[src/rtl/ssd_pkg.sv]
// Shared definitions for the seven-segment scan driver: sizes, segment
// patterns (gfedcba, active-low) and the conversion FSM state type.
package ssd_pkg;

  localparam int NUM_DIGITS = 4;
  localparam int BIN_W      = 13;
  localparam int BCD_W      = 4 * NUM_DIGITS;

  localparam logic [6:0] SEG_0     = 7'b1000000;
  localparam logic [6:0] SEG_1     = 7'b1111001;
  localparam logic [6:0] SEG_2     = 7'b0100100;
  localparam logic [6:0] SEG_3     = 7'b0110000;
  localparam logic [6:0] SEG_4     = 7'b0011001;
  localparam logic [6:0] SEG_5     = 7'b0010010;
  localparam logic [6:0] SEG_6     = 7'b0000010;
  localparam logic [6:0] SEG_7     = 7'b1111000;
  localparam logic [6:0] SEG_8     = 7'b0000000;
  localparam logic [6:0] SEG_9     = 7'b0010000;
  localparam logic [6:0] SEG_BLANK = 7'b1111111;

  typedef enum logic [1:0] {
    IDLE   = 2'd0,
    SHIFT  = 2'd1,
    COMMIT = 2'd2
  } conv_state_t;

  // Non-decimal nibbles cannot come out of the converter; show them dark.
  function automatic logic [6:0] seg_decode(input logic [3:0] digit);
    case (digit)
      4'd0:    return SEG_0;
      4'd1:    return SEG_1;
      4'd2:    return SEG_2;
      4'd3:    return SEG_3;
      4'd4:    return SEG_4;
      4'd5:    return SEG_5;
      4'd6:    return SEG_6;
      4'd7:    return SEG_7;
      4'd8:    return SEG_8;
      4'd9:    return SEG_9;
      default: return SEG_BLANK;
    endcase
  endfunction

endpackage

[src/rtl/bin2bcd_seq.sv]
// Sequential double-dabble converter: one add-3/shift iteration per cycle,
// BIN_W iterations per conversion. done flags the cycle of the last iteration.
module bin2bcd_seq
  import ssd_pkg::*;
(
  input  logic             clk,
  input  logic             rst,
  input  logic             start,
  input  logic [BIN_W-1:0] value,
  output logic             done,
  output logic [BCD_W-1:0] bcd
);

  logic [BIN_W-1:0] bin;
  logic [3:0]       iter;
  logic             run;
  logic [BCD_W-1:0] bcd_adj;

  // NOTE: every signal assigned in always_comb gets a default first, so no
  // path can leave it unassigned and infer a latch.
  always_comb begin
    bcd_adj = bcd;
    for (int i = 0; i < NUM_DIGITS; i++) begin
      if (bcd[4*i +: 4] >= 4'd5) bcd_adj[4*i +: 4] = bcd[4*i +: 4] + 4'd3;
    end
  end

  assign done = run && (iter == 4'(BIN_W - 1));

  // NOTE: state registers use non-blocking assignments so all flops update
  // together from the values present before the edge.
  always_ff @(posedge clk or negedge rst) begin
    if (!rst) begin
      bin  <= '0;
      bcd  <= '0;
      iter <= '0;
      run  <= 1'b0;
    end else if (start) begin
      bin  <= value;
      bcd  <= '0;
      iter <= '0;
      run  <= 1'b1;
    end else if (run) begin
      {bcd, bin} <= {bcd_adj, bin} << 1;
      iter       <= iter + 4'd1;
      if (done) run <= 1'b0;
    end
  end

endmodule

[src/rtl/ssd_scan_driver.sv]
// Converts the 13-bit debug word to BCD and time-multiplexes the four digits
// onto a common-anode seven-segment display with optional leading-zero blanking.
module ssd_scan_driver
  import ssd_pkg::*;
#(
  parameter int REFRESH_DIV = 100000,
  parameter bit BLANK_LZ    = 1'b1
) (
  input  logic                  clk,
  input  logic                  rst,
  input  logic [BIN_W-1:0]      value,
  output logic [NUM_DIGITS-1:0] anode,
  output logic [6:0]            seg,
  output logic                  dp,
  output logic                  busy
);

  localparam int CNT_W = $clog2(REFRESH_DIV);
  localparam int IDX_W = $clog2(NUM_DIGITS);

  conv_state_t      state, state_next;
  logic [BIN_W-1:0] value_q, last_val, cap_val;
  logic [BCD_W-1:0] disp, bcd;
  logic             start, commit, done;

  bin2bcd_seq u_bin2bcd (
    .clk   (clk),
    .rst   (rst),
    .start (start),
    .value (value_q),
    .done  (done),
    .bcd   (bcd)
  );

  always_ff @(posedge clk or negedge rst) begin
    if (!rst) state <= IDLE;
    else      state <= state_next;
  end

  always_comb begin
    state_next = state;
    case (state)
      IDLE:    if (value_q != last_val) state_next = SHIFT;
      SHIFT:   if (done) state_next = COMMIT;
      COMMIT:  state_next = IDLE;
      default: state_next = IDLE;
    endcase
  end

  always_comb begin
    start  = (state == IDLE) && (value_q != last_val);
    commit = (state == COMMIT);
  end

  // The display register only changes on commit, so a half-shifted
  // accumulator is never visible.
  always_ff @(posedge clk or negedge rst) begin
    if (!rst) begin
      value_q  <= '0;
      last_val <= '0;
      cap_val  <= '0;
      disp     <= '0;
      busy     <= 1'b0;
    end else begin
      value_q <= value;
      busy    <= (state_next != IDLE);
      if (start) cap_val <= value_q;
      if (commit) begin
        disp     <= bcd;
        last_val <= cap_val;
      end
    end
  end

  logic [CNT_W-1:0]      scan_cnt;
  logic [IDX_W-1:0]      digit_idx;
  logic [NUM_DIGITS-1:0] lead_zero;
  logic [3:0]            digit;
  logic                  blank;
  logic [NUM_DIGITS-1:0] anode_next;
  logic [6:0]            seg_next;

  always_ff @(posedge clk or negedge rst) begin
    if (!rst) begin
      scan_cnt  <= '0;
      digit_idx <= '0;
    end else if (scan_cnt == CNT_W'(REFRESH_DIV - 1)) begin
      scan_cnt  <= '0;
      digit_idx <= digit_idx + 1'b1;
    end else begin
      scan_cnt  <= scan_cnt + 1'b1;
    end
  end

  // lead_zero[d]: digit d and every digit above it are zero. Digit 0 never blanks.
  always_comb begin
    lead_zero                 = '0;
    lead_zero[NUM_DIGITS-1]   = (disp[BCD_W-1 -: 4] == 4'd0);
    for (int d = NUM_DIGITS - 2; d > 0; d--) begin
      lead_zero[d] = lead_zero[d+1] && (disp[4*d +: 4] == 4'd0);
    end
  end

  always_comb begin
    digit      = disp[{digit_idx, 2'b00} +: 4];
    blank      = BLANK_LZ && lead_zero[digit_idx];
    anode_next = blank ? '1 : ~(NUM_DIGITS'(1) << digit_idx);
    seg_next   = blank ? SEG_BLANK : seg_decode(digit);
  end

  always_ff @(posedge clk or negedge rst) begin
    if (!rst) begin
      anode <= '1;
      seg   <= SEG_BLANK;
    end else begin
      anode <= anode_next;
      seg   <= seg_next;
    end
  end

  assign dp = 1'b1;

endmodule

[config.mk]
export PLATFORM = sky130hd
export DESIGN_NAME = ssd_scan_driver
export DESIGN_NICKNAME = d
export VERILOG_FILES = /design/src/rtl/ssd_pkg.sv /design/src/rtl/bin2bcd_seq.sv /design/src/rtl/ssd_scan_driver.sv
export SDC_FILE = /design/constraint.sdc
export NUM_CORES = 1
export LEC_CHECK = 0
export CAP_MARGIN = 25
export CORE_UTILIZATION = 56
export CTS_BUF_LIST = sky130_fd_sc_hd__clkbuf_4 sky130_fd_sc_hd__clkbuf_8
export CTS_CLUSTER_SIZE = 25
export DETAILED_ROUTE_END_ITERATION = 8
export PLACE_DENSITY = 0.9
export SLEW_MARGIN = 20
export SYNTH_ARGS = -nofsm -noshare
export SYNTH_HDL_FRONTEND = slang
export SYNTH_HIERARCHICAL = 1
export SYNTH_SLANG_ARGS = --single-unit
[constraint.sdc]
create_clock -name clk -period 2.3 [get_ports clk]
set_input_delay 0.46 -clock clk [delete_from_list [all_inputs] [get_ports clk]]
set_output_delay 0.46 -clock clk [all_outputs]
set_load 0.05 [all_outputs]
# Yosys cells after proc, flatten, opt, wreduce, memory -nomap -nowiden
# Memories as Yosys holds them, arrays and structs flattened.
# Index checks and enable logic that the tools add are counted.
# totals
reg_bits	122
latch_bits	0
ramBits	0
romBits	112
in_bits	15
output_inout_bits	13
word_cells	66
memories	1
# mem_list
name	depth	word_bits	read_ports	rd_ports_with_merged_regs	wr	line	rtl
(name not given)	16	7	1	0	0	ssd_pkg.sv:29	case (digit)
# classes
add_sub_neg	7
n_mul	0
n_div	0
n_lt_le_gt_ge	5
eq_ne	5
n_shift	2
mux	21
bitwise_logic	1
n_reduce_logical	10
# op_table
operator	count
16-bit two-way mux	2
13-bit two-way mux	2
4-bit two-way mux	6
17-bit by 1-bit adder with 17-bit output (second input constant)	1
17-bit == test (second input constant)	1
17-bit two-way mux	1
4-bit by 3-bit >= comparator with 1-bit output (second input constant)	4
16-bit by 5-bit indexed part select with 4-bit output	1
13-bit != test	1
4-bit by 2-bit adder with 4-bit output (second input constant)	3
4-bit zero test	3
7-bit two-way mux	1
4-bit by 1-bit adder with 4-bit output (second input constant)	1
4-bit == test (second input constant)	1
1-bit logical AND	4
1-bit two-way mux	4
2-bit two-way mux	2
4-bit inverter	1
2-bit case mux with 2 select lines	1
2-bit nonzero test	2
1-bit by 2-bit << shifter with 4-bit output (first input constant)	1
3-bit by 2-bit adder with 3-bit output (second input constant)	1
2-bit by 3-bit < comparator with 1-bit output (second input constant)	1
3-bit two-way mux	1
other kinds (5)	5

# Depth between registers and ports, before layout
# logic_depth
word_depth	6
mapped_depth	10
ltp_nobuf	7

# Hierarchy
# Netlist, hierarchy kept.
# by_module_without_submodules
mod	n_inst	cells_each	area_each_um2	seq_area_each_um2
ssd_scan_driver	1	272	3721.1	2215.9
bin2bcd_seq	1	192	1856.8	850.8

# Worst setup path after synthesis
# OpenSTA, ideal clock, no wires.
# synth_path
path_type	register to register
from	register last_val[7]
to	register u_bin2bcd.bcd[9]
setup_ns	0.104
t_arrival_ns	2.075
required_time_ns	2.196
path_slack_ns	0.122
path_stages_with_launch	9
n_path_buf	2
synth_period_minus_slack_ns	2.178
cell_sequence	dfrtp_1 > xnor2_1 > nand3_1 > o41ai_4 > buf_6 > inv_1 > buf_6 > or4_1 > o311ai_1
# synth_via
elab_chain_len	3
word_cells_on_any_way	4
cone_classes	1 x eq/ne; 1 x mux; 2 x reduce/logical
# synth_rtl
element	line	rtl
start: declaration	ssd_scan_driver.sv:22	logic [BIN_W-1:0] value_q, last_val, cap_val;
start signal: assignment	ssd_scan_driver.sv:70	last_val <= cap_val;
13-bit != test (*)	ssd_scan_driver.sv:51	start = (state == IDLE) && (value_q != last_val);
1-bit logical AND (*)	ssd_scan_driver.sv:51	
via start	ssd_scan_driver.sv:24	logic start, commit, done;
16-bit two-way mux / 2-bit nonzero test (equally long branches)	n/a	
end signal: assignment	bin2bcd_seq.sv:44	{bcd, bin} <= {bcd_adj, bin} << 1;
end: declaration	bin2bcd_seq.sv:11	output logic [BCD_W-1:0] bcd
# Mark *: on every way through the listed nets, which the timed path passes. The rest lies on a longest branch.
# A chain may end at the register's enable or synchronous reset.

# Worst setup path after layout
# layout_path
from	register last_val[3]
to	register u_bin2bcd.bcd[8]
# Same word-level chain as after synthesis.

==> flow_summary.yaml <==
floorplanning:
  die_width_um: 101.8
  boundaryPins: 28
  core_region_area_sq_um: 9729
  die_h_um: 101.8
  rows: 36
  die_area_sq_um: 10360
  initial_core_util: 0.5733
global_routing:
  grt_antenna_before_repair: 0
  grt_remaining_overflow: 0
  first_pass_grt_wire_length_um: 17640
  grt_usage: 0.2278
  grt_pass1_vias: 3709
  grt_start_max_net_pins: 59
clocking:
  tritoncts: "yes"
  cts_htree_levels: 4
  cts-root-buf: "sky130_fd_sc_hd__clkbuf_8"
  worst_setup_hold_path_clk_slew_ps: 80
  cts.path.max_buffers: 2
  clock_buffer_count_from_cts: 17
  clkSinkCount: 122
  worstSkewPairLatency_ps: 430
sta:
  final_slew_viol_count: 0
  highest_clock_frequency_the_design_can_meet_mhz: 445.5
  setup-violations-final: 0
  timing.final.hold_violations: 0
  layout_skew_ps: 14.59
  tightestPinTransition_ps: 578.8
  fin_crit_share: 0.9760
  slew_headroom: 0.6142
  min_period_ps: 2245
power:
  power.share.clock: 0.236
  p_sw_frac: 0.3607
  ir_worst_vdd_v: 0.0007388
  switching_power_of_the_nets_mw: 2.757
  power_leakage_nw: 2.893
  pwr_density_cell_nw_per_um2: 1186
  seqPwrFrac: 0.433
  p_int_mw: 4.887
  share_comb_of_total_power: 0.331
worst_setup_path:
  r2r-end: "u_bin2bcd/bcd[8]"
  reg2reg_from: "last_val[3]"
  cp.required_ps: 2630
  path_buf_inv: 1
  slowest_delay_ps: 420
  timing.critical_path.cells: "xnor2_2, nand4_1, o41ai_4, bufinv_8, nand2b_1, or3_1, o31ai_1"
  rr_worst_depth: 7
  timing_worst_setup_path_type: "flip-flop to flip-flop"
  critical_path.slowest_cell: "sky130_fd_sc_hd__o41ai_4"
  critical_path_arrival_ps: 2570
  crit_path_end_kind: "flip-flop"
  critical_path_depth: 7
  timing.critical_path.max_delay_family: "simple AND/OR/NAND/NOR gates"
  worst-r2r-setup-slack_ps: 60
  worst-path-max-fanout: 8
  setup.worst_path.start_class: "flip-flop"
routing:
  dr.max_layer_used: "met4"
  drt_wl_total_um: 10470
  dr.pass1.iters: 5
  drtIter0Drc: 219
  postRouteAntennaNets: 0
  vias: 3687
  avgRoutedWirePerCell_um: 16.03
  remaining_design_rule_violation_count: 0
  route.detailed.vias_per_inst: 5.646
  dr_wl_met3_um: 386
  wl_met1_um: 4277
  routed_wl_met2_um: 5549
synthesis:
  flip_flop_and_latch_count_after_synthesis: 122
  yosys-top-cells-area: "sky130_fd_sc_hd__dfrtp_1 (50%), sky130_fd_sc_hd__mux2_2 (8.7%), sky130_fd_sc_hd__dfstp_2 (5.2%), sky130_fd_sc_hd__ha_1 (4.5%), sky130_fd_sc_hd__xnor2_1 (3.1%)"
  netlist.area_leader.share: 0.4980
  mappedNetlistNets: 499
  synth_edf_count: 0
  synthesis.instances: 464
  synth_top_cells_by_count: "sky130_fd_sc_hd__dfrtp_1 (111), sky130_fd_sc_hd__mux2_2 (43), sky130_fd_sc_hd__nand2_1 (32), sky130_fd_sc_hd__o21ai_0 (25), sky130_fd_sc_hd__nor2_1 (21)"
  synth.cell_area_sq_um: 5578
  synthMostInstantiatedCell: "sky130_fd_sc_hd__dfrtp_1"
  async_reset_ff_frac: 1.000
  ys_types: 45
  synth.yosys.warnings: 6
  synth_area_per_cell_sq_um: 12.02
  synth-seq-area-share: 0.5498
  synth_ff_type: "sky130_fd_sc_hd__dfrtp_1"
  netlist.top_cell.by_area: "sky130_fd_sc_hd__dfrtp_1"
place:
  postPlaceCellArea_sq_um: 5997
  numPortBuffers: 26
  placer_s_final_routability_congestion_estimate: 0.8025
  dp.final_hpwl_um: 7126
  place.detailed.instances: 616
layout:
  syn2layout_area_growth_pct: 15.59
  drive_gt1_frac: 0.2288
  fin_nets: 542
  final_cell_count_no_fill: 653
  num_antenna_cells: 0
  finish.instance_area_sq_um: 6447
run:
  max_cap_violations: 0
min_path:
  worst_hold_startpoint: "value[10]"
  worstHoldPathCells: 1
  timing.hold.worst_endpoint: "value_q[10]"
  min_path_type: "primary input to flip-flop"
status:
  outcome: "completed"
==> power by group through the flow <==
stage               Sequential [mW]  Combinational (mW)  Clock, mW
floorplan                      3.33                1.76          0
global placement               3.27                2.27          0
detailed placement             3.33                2.43          0
CTS                            3.30                2.46       1.85
global route                   3.38                2.79       1.95
finish                         3.31                2.53       1.81
==> metal layers <==
layer	up-vias	GRT usage
met3	27	0.04831
met2	115	0.3867
met4	0	0.1081
met5	-	0
li1	1706	-
met1	1839	0.2787
==> per-stage QoR <==
stage | TNS, ps | hold slack (ps) | worst slack (ps) | utilization | power (mW)
3_5_place_dp | -37.08 | 441.2 | -19.62 | 0.6164 | 5.757
4_1_cts | 0 | 431.3 | 26.21 | 0.6569 | 7.606
5_1_grt | -98.65 | 442.8 | -50.14 | 0.6627 | 8.117
2_1_floorplan | 0 | 164.4 | 121.6 | - | 5.091
6_report | 0 | 459.8 | 55.19 | 0.6627 | 7.644
3_3_place_gp | 0 | 445.0 | 172.7 | 0.6164 | 5.539
==> cell usage in the layout (no fill, tap or decap), types with 2 or more instances in the layout <==
cell and instances:
sky130_fd_sc_hd__nor4_1 4, sky130_fd_sc_hd__or2_0 2, sky130_fd_sc_hd__o21ai_0 25, sky130_fd_sc_hd__nor2_1 21, sky130_fd_sc_hd__mux4_2 4, sky130_fd_sc_hd__xnor2_2 2, sky130_fd_sc_hd__xnor2_1 18, sky130_fd_sc_hd__dfrtp_1 111
sky130_fd_sc_hd__buf_4 18, sky130_fd_sc_hd__nand4_1 8, sky130_fd_sc_hd__ha_1 20, sky130_fd_sc_hd__or3_1 6, sky130_fd_sc_hd__o21ai_1 3, sky130_fd_sc_hd__a31oi_1 3, sky130_fd_sc_hd__inv_1 18, sky130_fd_sc_hd__nand3_1 12
sky130_fd_sc_hd__inv_6 3, sky130_fd_sc_hd__nand2b_1 10, sky130_fd_sc_hd__nand2_1 32, sky130_fd_sc_hd__nand4b_1 4, sky130_fd_sc_hd__and4_1 3, sky130_fd_sc_hd__xor2_1 13, sky130_fd_sc_hd__nor2b_1 4, sky130_fd_sc_hd__clkinv_4 3
sky130_fd_sc_hd__or4_1 5, sky130_fd_sc_hd__clkinvlp_4 3, sky130_fd_sc_hd__a21oi_1 19, sky130_fd_sc_hd__o311ai_1 4, sky130_fd_sc_hd__clkdlybuf4s50_1 25, sky130_fd_sc_hd__clkbuf_8 19, sky130_fd_sc_hd__clkinv_2 3, sky130_fd_sc_hd__dfstp_2 11
sky130_fd_sc_hd__mux2_2 43, sky130_fd_sc_hd__mux2i_1 16, sky130_fd_sc_hd__o31ai_1 4, sky130_fd_sc_hd__a22oi_1 2, sky130_fd_sc_hd__a21o_1 2
==> kinds of logic (layout without fill, tap and decap cells) <==
family                     after synthesis  in the layout  share of synthesized area
DFF                                    122            122                     0.5498
and+or+nand+nor                        117            117                     0.1115
AOI/OAI and AO/OA                       66             66                    0.07245
muxes                                   63             63                     0.1317
buffers and inverters                   42             98                    0.03723
xor gates and xnor gates                33             33                    0.05182
adders and majority gates               20             20                    0.04486
other                                    1              1                  0.0006723
==> worst max-delay path by stage <==
stage / start / end
after floorplan: last_val[7] / u_bin2bcd/bcd[9]
after global placement: value_q[5] / u_bin2bcd/bcd[8]
after detailed placement: last_val[12] / u_bin2bcd/bcd[4]
after CTS: value_q[12] / u_bin2bcd/bcd[8]
after global routing: last_val[3] / u_bin2bcd/bcd[13]
final: last_val[3] / u_bin2bcd/bcd[8]
==> registers in the layout, indices dropped and copies added, names as in the netlist <==
signal / cells
anode: 4
busy: 1
cap_val: 13
digit_idx: 2
disp: 16
last_val: 13
scan_cnt: 17
seg: 7
state: 2
u_bin2bcd/bcd: 16
u_bin2bcd/bin: 13
u_bin2bcd/iter: 4
u_bin2bcd/run: 1
value_q: 13
==> layout make-up <==
type                            instances  area, sq um
Clock buffer                           20        269.0
Fill cell                             699         3282
Tap cell                              133        166.4
Timing Repair inverter                  1        5.005
Timing Repair Buffer                   45        415.4
Sequential cell                       122         3067
Clock inverter                         12        115.1
Inverter                               20        88.84
Multi-Input combinational cell        300         2321
==> timing repair <==
action / in CTS / in global routing
cloned: 0 / 1
pin swaps: 0 / 4
setup buffers: 0 / 3
hold buffers: 1 / 0
setup endpoints to repair: 5 / 5
hold endpoints to repair: 32 / 0
resized for setup: 1 / 4
Power figures use the tool's default switching activity.
